### config.mk
export PLATFORM = sky130hd
export DESIGN_NAME = control_unit_seq
export DESIGN_NICKNAME = d
export VERILOG_FILES = /design/src/rtl/cu_pkg.sv /design/src/rtl/cu_decode.sv /design/src/rtl/control_unit_seq.sv
export SDC_FILE = /design/constraint.sdc
export NUM_CORES = 1
export LEC_CHECK = 0
export ABC_AREA = 1
export ABC_CLOCK_PERIOD_IN_PS = 1700
export CAP_MARGIN = 20
export CORE_MARGIN = 10
export CORE_UTILIZATION = 40
export DETAILED_ROUTE_END_ITERATION = 8
export PLACE_DENSITY = 0.77
export SLEW_MARGIN = 10
export SYNTH_ARGS = -nofsm -noshare
export SYNTH_HDL_FRONTEND = slang
export SYNTH_SLANG_ARGS = --single-unit
### constraint.sdc
create_clock -name clk -period 1.7 [get_ports clk]
set_input_delay 0.17 -clock clk [delete_from_list [all_inputs] [get_ports clk]]
set_output_delay 0.17 -clock clk [all_outputs]
set_load 0.01 [all_outputs]
### src/rtl/cu_pkg.sv
// cu_pkg: opcode map, control-field encodings and FSM states for the decode-stage control unit
package cu_pkg;
  typedef enum logic {S_DECODE, S_IMM} state_t;
  localparam logic [5:0] OP_LDD = 6'b000001;
  localparam logic [5:0] OP_STD = 6'b000010;
  localparam logic [5:0] OP_ADD = 6'b000011;
  localparam logic [5:0] OP_NOT = 6'b000100;
  localparam logic [5:0] OP_NOP = 6'b000101;
  localparam logic [5:0] OP_LDM = 6'b000110;
  localparam logic [5:0] OP_SHL = 6'b000111;
  localparam logic [5:0] OP_SHR = 6'b001000;
  localparam logic [3:0] ALU_NOT = 4'd1;
  localparam logic [3:0] ALU_ADD = 4'd2;
  localparam logic [3:0] ALU_SHL = 4'd3;
  localparam logic [3:0] ALU_SHR = 4'd4;
  localparam logic [3:0] MEM_LOAD = 4'b1000;
  localparam logic [3:0] MEM_STORE = 4'b0110;
  localparam logic [1:0] WB_MEM = 2'b00;
  localparam logic [1:0] WB_ALU = 2'b01;
  localparam logic [1:0] WB_IMM = 2'b10;
  localparam logic [2:0] BUBBLE_WB = 3'b011;
endpackage

### src/rtl/cu_decode.sv
// cu_decode: combinational opcode -> EX/MEM/WB bundle plus operand-use and two-word flags
module cu_decode
  import cu_pkg::*;
#(
  parameter int OPC_W = 6,
  parameter int ALUOP_W = 4
) (
  input  logic [OPC_W-1:0]   opcode,
  output logic [ALUOP_W+1:0] ex,
  output logic [3:0]         mem,
  output logic [2:0]         wb,
  output logic               is_real,
  output logic               uses_rs,
  output logic               uses_rt,
  output logic               is_two_word
);
  always_comb begin
    ex = '0;
    mem = '0;
    wb = BUBBLE_WB;
    is_real = 1'b0;
    uses_rs = 1'b0;
    uses_rt = 1'b0;
    is_two_word = 1'b0;
    case (opcode)
      OPC_W'(OP_NOT): begin ex = {ALUOP_W'(ALU_NOT), 2'b10}; wb = {1'b1, WB_ALU}; is_real = 1'b1; uses_rs = 1'b1; end
      OPC_W'(OP_ADD): begin ex = {ALUOP_W'(ALU_ADD), 2'b10}; wb = {1'b1, WB_ALU}; is_real = 1'b1; uses_rs = 1'b1; uses_rt = 1'b1; end
      OPC_W'(OP_SHL): begin ex = {ALUOP_W'(ALU_SHL), 2'b11}; wb = {1'b1, WB_ALU}; is_real = 1'b1; uses_rs = 1'b1; end
      OPC_W'(OP_SHR): begin ex = {ALUOP_W'(ALU_SHR), 2'b11}; wb = {1'b1, WB_ALU}; is_real = 1'b1; uses_rs = 1'b1; end
      OPC_W'(OP_LDD): begin mem = MEM_LOAD; wb = {1'b1, WB_MEM}; is_real = 1'b1; uses_rs = 1'b1; end
      OPC_W'(OP_STD): begin mem = MEM_STORE; wb = BUBBLE_WB; is_real = 1'b1; uses_rs = 1'b1; uses_rt = 1'b1; end
      OPC_W'(OP_LDM): is_two_word = 1'b1;
      OPC_W'(OP_NOP): ;
      default: ;
    endcase
  end
endmodule

### src/rtl/control_unit_seq.sv
// control_unit_seq: sequenced decode control with load-use stall, LDM immediate word, flush and bubble count
module control_unit_seq
  import cu_pkg::*;
#(
  parameter int OPC_W = 6,
  parameter int ALUOP_W = 4,
  parameter int RA_W = 3,
  parameter int CNT_W = 16
) (
  input  logic               clk,
  input  logic               rst,
  input  logic               instr_valid,
  input  logic [OPC_W-1:0]   opcode,
  input  logic [RA_W-1:0]    rs_addr,
  input  logic [RA_W-1:0]    rt_addr,
  input  logic [RA_W-1:0]    rd_addr,
  input  logic               ex_mem_read,
  input  logic [RA_W-1:0]    ex_rd_addr,
  input  logic               flush,
  output logic               stall,
  output logic               imm_take,
  output logic [ALUOP_W+1:0] ex_signals,
  output logic [3:0]         mem_signals,
  output logic [2:0]         wb_signals,
  output logic               ctrl_valid,
  output logic [CNT_W-1:0]   bubble_cnt
);
  state_t state;
  logic [ALUOP_W+1:0] d_ex;
  logic [3:0] d_mem;
  logic [2:0] d_wb;
  logic d_real, d_rs, d_rt, d_two;
  logic dec_ok, hazard, issue, go_imm;
  // destination of the pending LDM; held for the immediate write, not yet exported
  logic [RA_W-1:0] unused_ldm_rd;
  cu_decode #(.OPC_W(OPC_W), .ALUOP_W(ALUOP_W)) u_dec (
    .opcode(opcode), .ex(d_ex), .mem(d_mem), .wb(d_wb),
    .is_real(d_real), .uses_rs(d_rs), .uses_rt(d_rt), .is_two_word(d_two)
  );
  assign dec_ok = state == S_DECODE && !flush && instr_valid;
  assign hazard = ex_mem_read && ((d_rs && ex_rd_addr == rs_addr) || (d_rt && ex_rd_addr == rt_addr));
  assign stall = dec_ok && hazard;
  assign imm_take = state == S_IMM && !flush;
  assign issue = dec_ok && !hazard && !d_two;
  assign go_imm = dec_ok && !hazard && d_two;
  always_ff @(posedge clk or negedge rst) begin
    if (!rst) begin
      state <= S_DECODE;
      ex_signals <= '0;
      mem_signals <= '0;
      wb_signals <= BUBBLE_WB;
      ctrl_valid <= 1'b0;
      bubble_cnt <= '0;
      unused_ldm_rd <= '0;
    end else begin
      state <= go_imm ? S_IMM : S_DECODE;
      ex_signals <= issue ? d_ex : '0;
      mem_signals <= issue ? d_mem : '0;
      wb_signals <= imm_take ? {1'b1, WB_IMM} : issue ? d_wb : BUBBLE_WB;
      ctrl_valid <= imm_take || (issue && d_real);
      if (stall && !(&bubble_cnt)) bubble_cnt <= bubble_cnt + CNT_W'(1);
      if (go_imm) unused_ldm_rd <= rd_addr;
    end
  end
endmodule

=== Word-level counts from Yosys, hierarchy flattened ===
Cells that the tools add are included.

* Flip-flop bits (word level): 31
* Input bits: 23
* Output and inout port bits: 32
* Logic and storage cells: 50

* $add $sub $neg: 1
* Equal/unequal tests: 9
* Muxes and demuxes: 11
* Bitwise logic cells: 1
* Reduce and logical (&&, ||, !) cells: 22

{| class="wikitable"
|+ Operator list
! kind !! count
|-
| 5-bit case mux with 4 select lines || 1
|-
| 6-bit by 3-bit equality test with 1-bit output, second input constant || 3
|-
| 16-bit by 1-bit adder with 16-bit output, second input constant || 1
|-
| 16-bit AND reduction || 1
|-
| 6-bit by 2-bit equality test with 1-bit output, second input constant || 2
|-
| 1-bit logical AND || 12
|-
| 4-bit case mux with 2 select lines || 1
|-
| 3-bit equality test || 2
|-
| 6-bit by 1-bit equality test with 1-bit output, second input constant || 1
|-
| 6-bit by 4-bit equality test with 1-bit output, second input constant || 1
|-
| 3-bit 2-to-1 mux || 2
|-
| 6-bit 2-to-1 mux || 1
|-
| 3-bit case mux with 2 select lines || 1
|-
| 6-bit OR reduction || 1
|-
| 1-bit zero test || 4
|-
| 1-bit 2-to-1 mux || 4
|-
| 4-bit 2-to-1 mux || 1
|-
| 4-bit OR reduction || 1
|-
| 1-bit logical OR || 2
|-
| 2-bit OR reduction || 1
|-
| 1-bit inverter || 1
|}

=== Logic depth before layout (Yosys ltp) ===
Gate-level depths: netlist of the first run.

* Word-level depth: 11
* Mapped depth: 11
* Depth with buffers taken out: 11

=== Modules after synthesis ===
Synthesis of the first run repeated with hierarchy kept, for this count alone.

* Cells, all modules: 254
* Area, all modules: 1,924.3 µm²

{| class="wikitable"
|+ Modules (own cells, without submodules)
! module !! times used !! cells an instance !! area an instance (µm²) !! seq. area each (µm²)
|-
| control_unit_seq || 1 || 213 || 1,707.9 || 778.2
|-
| cu_decode || 1 || 41 || 216.5 || 0.0
|}

=== Worst setup path before layout of the first run ===
Ideal clock, no wire load.

* Path type: register -> register
* Start point: register bubble_cnt[0]
* End point: register bubble_cnt[10]
* Library setup time: 74 ps
* Arrival time: 1,523 ps
* Data required time: 1,626 ps
* Setup slack: 103 ps
* Cell stages (with the launch flop): 9
* Path buffers: 1
* Period minus slack after synthesis: 1,597 ps
* Cells stage by stage: dfrtp_1 -> ha_1 -> nand2_1 -> nor3_4 -> nand4_2 -> nand4_4 -> buf_6 -> nand2_1 -> o21ai_2

* Longest elaborated chain between the ends: 3
* Elaborated cells on any way between the ends: 4
* Those cells by class: add/sub (1); reduce/logical (3)

{| class="wikitable"
|+ RTL lines
! what !! RTL line !! source
|-
| start: declaration || control_unit_seq.sv:26 || <nowiki>output logic [CNT_W-1:0] bubble_cnt</nowiki>
|-
| start signal: assignment || control_unit_seq.sv:61 || <nowiki>if (stall && !(&bubble_cnt)) bubble_cnt <= bubble_cnt + CNT_W'(1);</nowiki>
|-
| parallel branches: the longest is 3 deep, another holds 16-bit by 1-bit adder with 16-bit output || -- ||
|}

Parallel ways; which one is timed is not known.
A chain may end at the register's enable or synchronous reset.

=== Worst setup path after layout of the first run ===
* Start point: register state
* End point: output port imm_take

* Longest elaborated chain between the ends: 1

{| class="wikitable"
|+ RTL lines
! what !! RTL line !! source
|-
| start: declaration || control_unit_seq.sv:28 || <nowiki>state_t state;</nowiki>
|-
| start signal: assignment || control_unit_seq.sv:56 || <nowiki>state <= go_imm ? S_IMM : S_DECODE;</nowiki>
|-
| 1-bit logical AND || control_unit_seq.sv:43 || <nowiki>assign imm_take = state == S_IMM && !flush;</nowiki>
|-
| end: declaration || control_unit_seq.sv:21 || <nowiki>output logic imm_take,</nowiki>
|}

Every way passes these cells.

==> results of run 1 <==
-- cells in the final DEF, fill, tap and decap left out --
cell type / netlist / final
bufinv_16: 0 / 1
a21boi_0: 1 / 1
inv_1: 32 / 32
dlygate4sd2_1: 0 / 6
conb_1: 1 / 2
buf_4: 3 / 20
clkdlybuf4s50_1: 0 / 40
nand4_4: 1 / 2
nand3_1: 11 / 11
nor3_4: 1 / 1
dfrtp_1: 26 / 26
inv_2: 2 / 2
clkbuf_8: 0 / 3
buf_2: 0 / 1
buf_12: 0 / 2
or2_1: 1 / 1
nor2_4: 1 / 1
nor2_2: 2 / 4
nor4_1: 1 / 1
and3_2: 1 / 1
nand4_1: 7 / 7
xor2_1: 7 / 7
o21bai_1: 2 / 2
a21oi_1: 2 / 2
o21ai_1: 2 / 2
dfstp_2: 2 / 2
nor3b_4: 1 / 1
nand3_4: 1 / 1
o21ai_2: 14 / 14
nand3_2: 3 / 3
xnor2_1: 13 / 13
dlymetal6s2s_1: 0 / 2
nand2_4: 1 / 1
nor2_1: 21 / 19
nand2_1: 39 / 38
nand2_2: 2 / 3
ha_1: 1 / 1
-- stage by stage --
stage          total power [mW]  cells  util [%]   TNS (ns)  area (µm²)
2_1_floorplan            0.7512    207         -          0        1755
3_3_place_gp             0.8539    321     56.41     -3.667        2422
3_5_place_dp             0.8567    321     56.41     -4.639        2422
4_1_cts                   1.386    327     58.39          0        2507
5_1_grt                   1.431    328     58.80  -0.009689        2525
6_report                  1.367    328     58.80          0        2525
-- Yosys cell counts, drive strengths merged --
master	number
buf	6
xnor2	13
o21bai	2
ha	1
xor2	7
nor2	24
nand3	15
nand2	42
o21ai	16
a21oi	2
a21boi	1
nor3b	1
and3	1
inv	34
conb	1
nor3	1
nand4	9
nor4	1
or2	1
dfstp	2
dfrtp	26
-- flip-flops by register name (all words and copies together) (netlist names) --
name / cells
bubble_cnt: 16
ctrl_valid: 1
ex_signals: 5
mem_signals: 2
state: 1
wb_signals: 3
-- what timing repair did --
action                                  in CTS  in global routing
setup buffers                                2                  1
pin swaps                                    1                  5
endpoints found under the setup margin       1                 17
resized for setup                           11                  5
-- power breakdown --
group	total (mW)	internal, mW	leakage, nW	switching (mW)
combinational	0.169	0.0871	0.780	0.0820
clock	0.524	0.315	0.0357	0.209
sequential	0.674	0.672	0.384	0.00238
-- path summary, 6_finish.rpt --
| path | slack [ns] | cells after the start | end |
|---|---|---|---|
| max in group asynchronous | 1.13 | 2 | wb_signals[1] |
| min in group clk | 0.38 | 4 | mem_signals[2] |
| min reg2reg | 0.56 | 2 | bubble_cnt[1] |
| max reg2reg | 0.15 | 7 | bubble_cnt[10] |
| max | 0.12 | 3 | imm_take |
| min | 0.27 | 2 | mem_signals[2] |
-- worst max-delay path, stage by stage, from the launching register on --
cell and delay [ns]:
dfrtp_1 0.40, inv_1 0.05, nor2_1 0.12, clkdlybuf4s50_1 0.57
-- per-layer routing --
metal  track usage, %  vias to the layer above
li1                 -                      778
met5                0                        -
met3            2.439                        4
met2            18.59                       32
met1            12.92                      708
met4            4.271                        0
-- cell type report --
class	instances	area [µm²]
clock inverters	1	30.03
repair buffers	71	673.1
fillers	401	1769
flip-flops and latches	28	703.2
clock buffers	3	41.29
well taps	52	65.06
multi-input cells	139	884.6
inverters	34	127.6
-- logic make-up (layout without fill, tap and decap cells) --
family          after synthesis  after routing
simple gates                 95             95
buf+inv                      40            109
flops                        28             28
compound gates               21             21
xor+xnor                     20             20
fa+ha+maj                     1              1
other cells                   1              2
==> metrics.csv, run 1 <==
stage,metric,value,unit
critical_path,crit_type,flop to output port,
routing,drt_iter0_markers,59,
global_route,grtUsageTotal,10.89,%
logic_synthesis,synthMuxAreaShare,0,%
layout,nets,301,
timing,drv_slew,0,
clock_tree,cts_tree,yes,
logic_synthesis,synth_compound_area_share,9.429,%
floorplanning,start_util,40.79,%
logic_synthesis,syn_area_per_cell,8.503,µm²
clock_tree,clock_latency,0.27,ns
clock_tree,clk_pin_slew,0.10,ns
critical_path,cp-end-kind,output port,
floorplanning,die_x,86.18,µm
placement,post-place-ws,-0.4306,ns
timing,fin_skew,0.008227,ns
logic_synthesis,synthAdderAreaFrac,0.7143,%
timing,setup_violations,0,
power_and_ir_drop,irDropWorstVdd,0.0004469,V
clock_tree,root_buffer,clkbuf_8,
logic_synthesis,syn_area,1752,µm²
routing,met3_length,202,µm
global_route,antenna_found_initial,0,
layout,n_antenna_cell,0,
routing,vias,1522,
logic_synthesis,synthCells,206,
power_and_ir_drop,power_density,541.3,nW/µm²
clock_tree,htree_levels,1,
timing,fin_ws,0.1152,ns
routing,drt_pass1_iterations,4,
critical_path,crit_arrival,1.41,ns
critical_path,path_max_fanout,2,
clock_tree,cts_made_buffers,3,
global_route,gr-total-overflow,0,
clock_tree,cts_hold_buffers,0,
floorplanning,die_area,7426,µm²
routing,remaining_drc_errors,0,
routing,topRoutingLayerUsed,met4,
placement,port_buffers,49,
logic_synthesis,synth_xor_area_share,10.00,%
global_route,grt_pass1_wl,6.900,mm
logic_synthesis,synthSimpleGateAreaFrac,29.00,%
floorplanning,num_rows,24,
timing,period_needed,1.585,ns
min_path,hp-class,primary input to asynchronous set/reset pin,
logic_synthesis,post-synth-top-area-cell,dfrtp_1,
timing,fmax,631.0,MHz
logic_synthesis,ys_seq_area_share,40.14,%
floorplanning,core_area,4294,µm²
global_route,grt_pass1_vias,1520,
logic_synthesis,ys_types,32,
routing,wl_met1,1.761,mm
routing,wl_met2,1.991,mm
timing,period_share,93.22,%
clock_tree,cts_num_sinks,28,
layout,area_growth,44.14,%
routing,drt-wirelength-per-cell,12.21,µm
logic_synthesis,synth.area.top_cells,"dfrtp_1 (37%), nand2_1 (8.4%), o21ai_2 (7.0%), inv_1 (6.9%), xnor2_1 (6.5%)",
floorplanning,io_pins,55,
timing,whs,0.2678,ns
outcome,outcome,finished clean,
critical_path,reg2reg_from,bubble_cnt[1],
layout,layout-drive-gt1-share,22.83,%
critical_path,cp-start-kind,flop,
placement,gp_congestion,0.8710,
timing,hold_violations,0,
power_and_ir_drop,p_leak,1.199,nW
routing,wl,4.004,mm
global_route,grt_max_degree,29,
logic_synthesis,synth_top_area_share,37.14,%
routing,viasPerCell,4.640,
logic_synthesis,synth-seq-cells,28,
routing,antenna_left,0,
floorplanning,die_h,86.18,µm
logic_synthesis,synth_warnings,0,
critical_path,critPathRequiredTime,1.53,ns
critical_path,startpoint,state,
flow_run,drv_cap,0,
clock_tree,cts_buffer_depth,2,
placement,place.detailed.hpwl,3.147,mm
logic_synthesis,synth_top_family_by_area,simple AND/OR/NAND/NOR gates,
Power figures use the tool's default switching activity.
==> inputs of run 2 (changes only) <==
--- a/config.mk
+++ b/config.mk
@@ -11,6 +11,7 @@
 export CORE_MARGIN = 10
 export CORE_UTILIZATION = 40
 export DETAILED_ROUTE_END_ITERATION = 8
+export MAX_ROUTING_LAYER = met4
 export PLACE_DENSITY = 0.77
 export SLEW_MARGIN = 10
 export SYNTH_ARGS = -nofsm -noshare
==> run 2 against run 1 <==
Net effect: clock power about the same; clock-buffer cell count unchanged; maximum frequency about the same; clock skew increased by 0.0013 ns; core utilization unchanged; global-route usage increased by 0.31 points; largest cell class unchanged.
==> metrics.csv, run 2 (synthesized netlist as in run 1, its figures left out) <==
stage,metric,value,unit,change
global_route,grt_max_degree,29,,unchanged
floorplanning,start_util,40.79,%,unchanged
layout,fill_cells,401,,unchanged
global_route,grt_pass1_wl,6.893,mm,-0.10%
layout,n_antenna_cell,0,,unchanged
layout,multi_input_area,884.6,µm²,unchanged
timing,period_needed,1.585,ns,+0.0001180 ns
routing,antenna_left,0,,unchanged
floorplanning,io_pins,55,,unchanged
critical_path,crit_type,flop to output port,,
critical_path,cp-end-kind,output port,,
global_route,gr-total-overflow,0,,unchanged
critical_path,reg2reg_from,bubble_cnt[1],,
placement,gp_congestion,0.8852,,+1.6%
global_route,grtUsageTotal,11.20,%,+0.31 points
floorplanning,num_rows,24,,unchanged
timing,fmax,631.0,MHz,about the same
layout,largest-register,bubble_cnt,,
clock_tree,clock_latency,0.27,ns,about the same
timing,hold_violations,0,,unchanged
layout,mostFrequentLayoutCell,clkdlybuf4s50_1,,
critical_path,r2r_setup_slack,0.15,ns,about the same
flow_run,drv_cap,0,,unchanged
routing,drt_pass1_iterations,4,,unchanged
critical_path,path_max_fanout,2,,unchanged
critical_path,crit_arrival,1.41,ns,about the same
layout,largest_reg_flops,16,,unchanged
clock_tree,cts_made_buffers,3,,unchanged
clock_tree,cts_num_sinks,28,,unchanged
routing,viasPerCell,4.640,,unchanged
timing,setup_violations,0,,unchanged
timing,period_share,93.23,%,about the same
timing,fin_skew,0.009518,ns,+0.001292 ns
routing,drt-wirelength-per-cell,12.21,µm,about the same
global_route,grt_pass1_vias,1522,,+0.13%
floorplanning,die_x,86.18,µm,unchanged
clock_tree,cts_buffer_depth,2,,unchanged
clock_tree,htree_levels,1,,unchanged
timing,drv_slew,0,,unchanged
routing,remaining_drc_errors,0,,unchanged
outcome,outcome,finished clean,,
layout,regArea,703.2,µm²,unchanged
layout,area_growth,44.14,%,unchanged
placement,port_buffers,49,,unchanged
floorplanning,core_area,4294,µm²,unchanged
floorplanning,die_area,7426,µm²,unchanged
layout,nets,301,,unchanged
critical_path,cp-start-kind,flop,,
power_and_ir_drop,p_leak,1.199,nW,unchanged
layout,reg_top3,"bubble_cnt x16, ex_signals x5, wb_signals x3",,
power_and_ir_drop,irDropWorstVdd,0.0004437,V,-0.72%
critical_path,r2r_end,bubble_cnt[10],,
routing,vias,1522,,unchanged
layout,layout_common_cells,"clkdlybuf4s50_1 (40), nand2_1 (38), inv_1 (32)",,
routing,wl,4.006,mm,about the same
routing,drt_iter0_markers,61,,+3.4%
global_route,antenna_found_initial,0,,unchanged
clock_tree,root_buffer,clkbuf_8,,
layout,layout-drive-gt1-share,22.83,%,unchanged
layout,final_core_util,58.80,%,unchanged
min_path,hp-class,primary input to asynchronous set/reset pin,,
critical_path,critPathRequiredTime,1.53,ns,about the same
power_and_ir_drop,power_density,540.4,nW/µm²,-0.17%
clock_tree,cts_tree,yes,,
placement,place_inst,321,,unchanged
critical_path,reg2regPathDepth,7,,unchanged
layout,final_cells,328,,unchanged
clock_tree,clk_pin_slew,0.10,ns,about the same
clock_tree,cts_hold_buffers,0,,unchanged
floorplanning,die_h,86.18,µm,unchanged
placement,place.detailed.hpwl,3.147,mm,unchanged
==> run 2: cell counts in the layout (fill, tap and decap cells not counted) <==
Identical to the previous run, type by type.
==> run 2: cell type report <==
type                       instances  area share [%]
multi-input combinational        139           35.03
sequential                        28           27.85
timing repair buffer              71           26.66
inverter                          34           5.054
tap                               52           2.577
clock buffer                       3           1.635
clock inverter                     1           1.189
==> run 2: per-stage QoR <==
step | setup TNS (ns) | hold WS [ns] | setup WS (ns) | power, mW | area, µm²
detailed placement | -4.639 | 0.5463 | -0.4306 | 0.8567 | 2422
finish | 0 | 0.2674 | 0.1151 | 1.364 | 2525
CTS | 0 | 0.2810 | 0.003195 | 1.386 | 2507
global route | -0.009746 | 0.2812 | -0.009746 | 1.432 | 2525
global placement | -3.667 | 0.5318 | -0.4073 | 0.8539 | 2422
floorplan | 0 | -0.1256 | 0.1034 | 0.7512 | 1755
==> run 2: timing repair <==
| action | in CTS | in global routing |
|---|---|---|
| buffers inserted | 2 | 1 |
| setup endpoints to repair | 1 | 17 |
| gates resized for setup | 11 | 5 |
| endpoints found under the hold margin | 0 | 0 |
| pin swaps | 1 | 5 |
==> run 2: metal layers <==
layer	vias to the layer above	global-route usage, %	wire [µm]
li1	777	-	-
met1	709	13.31	1837
met2	32	18.59	1981
met3	4	1.782	139
met4	0	4.271	48
met5	-	-	0
==> run 2: worst max-delay path: stages, from the launching register on <==
cell	delay, ns
dfrtp_1	0.40
inv_1	0.05
nor2_1	0.12
clkdlybuf4s50_1	0.57
==> run 2: power breakdown <==
group / internal (mW) / total (mW) / switching (mW)
clock network: 0.315 / 0.521 / 0.206
registers: 0.672 / 0.674 / 0.00238
logic: 0.0871 / 0.169 / 0.0820
==> run 2: worst max-delay path by stage <==
stage | depth (start not counted) | endpoint | startpoint
final | 3 | imm_take | state
after global routing | 7 | bubble_cnt[10] | bubble_cnt[1]
after detailed placement | 8 | stall | opcode[3]
after global placement | 8 | stall | opcode[3]
after floorplan | 8 | bubble_cnt[10] | bubble_cnt[0]
after CTS | 8 | stall | ex_rd_addr[0]
==> inputs of run 3 (changes only) <==
--- a/config.mk
+++ b/config.mk
@@ -10,6 +10,7 @@
 export CAP_MARGIN = 20
 export CORE_MARGIN = 10
 export CORE_UTILIZATION = 40
+export CTS_CLUSTER_SIZE = 16
 export DETAILED_ROUTE_END_ITERATION = 8
 export MAX_ROUTING_LAYER = met4
 export PLACE_DENSITY = 0.77
==> results of run 3 <==
Same layout as run 2: the final DEF is identical, and so are final timing and power.
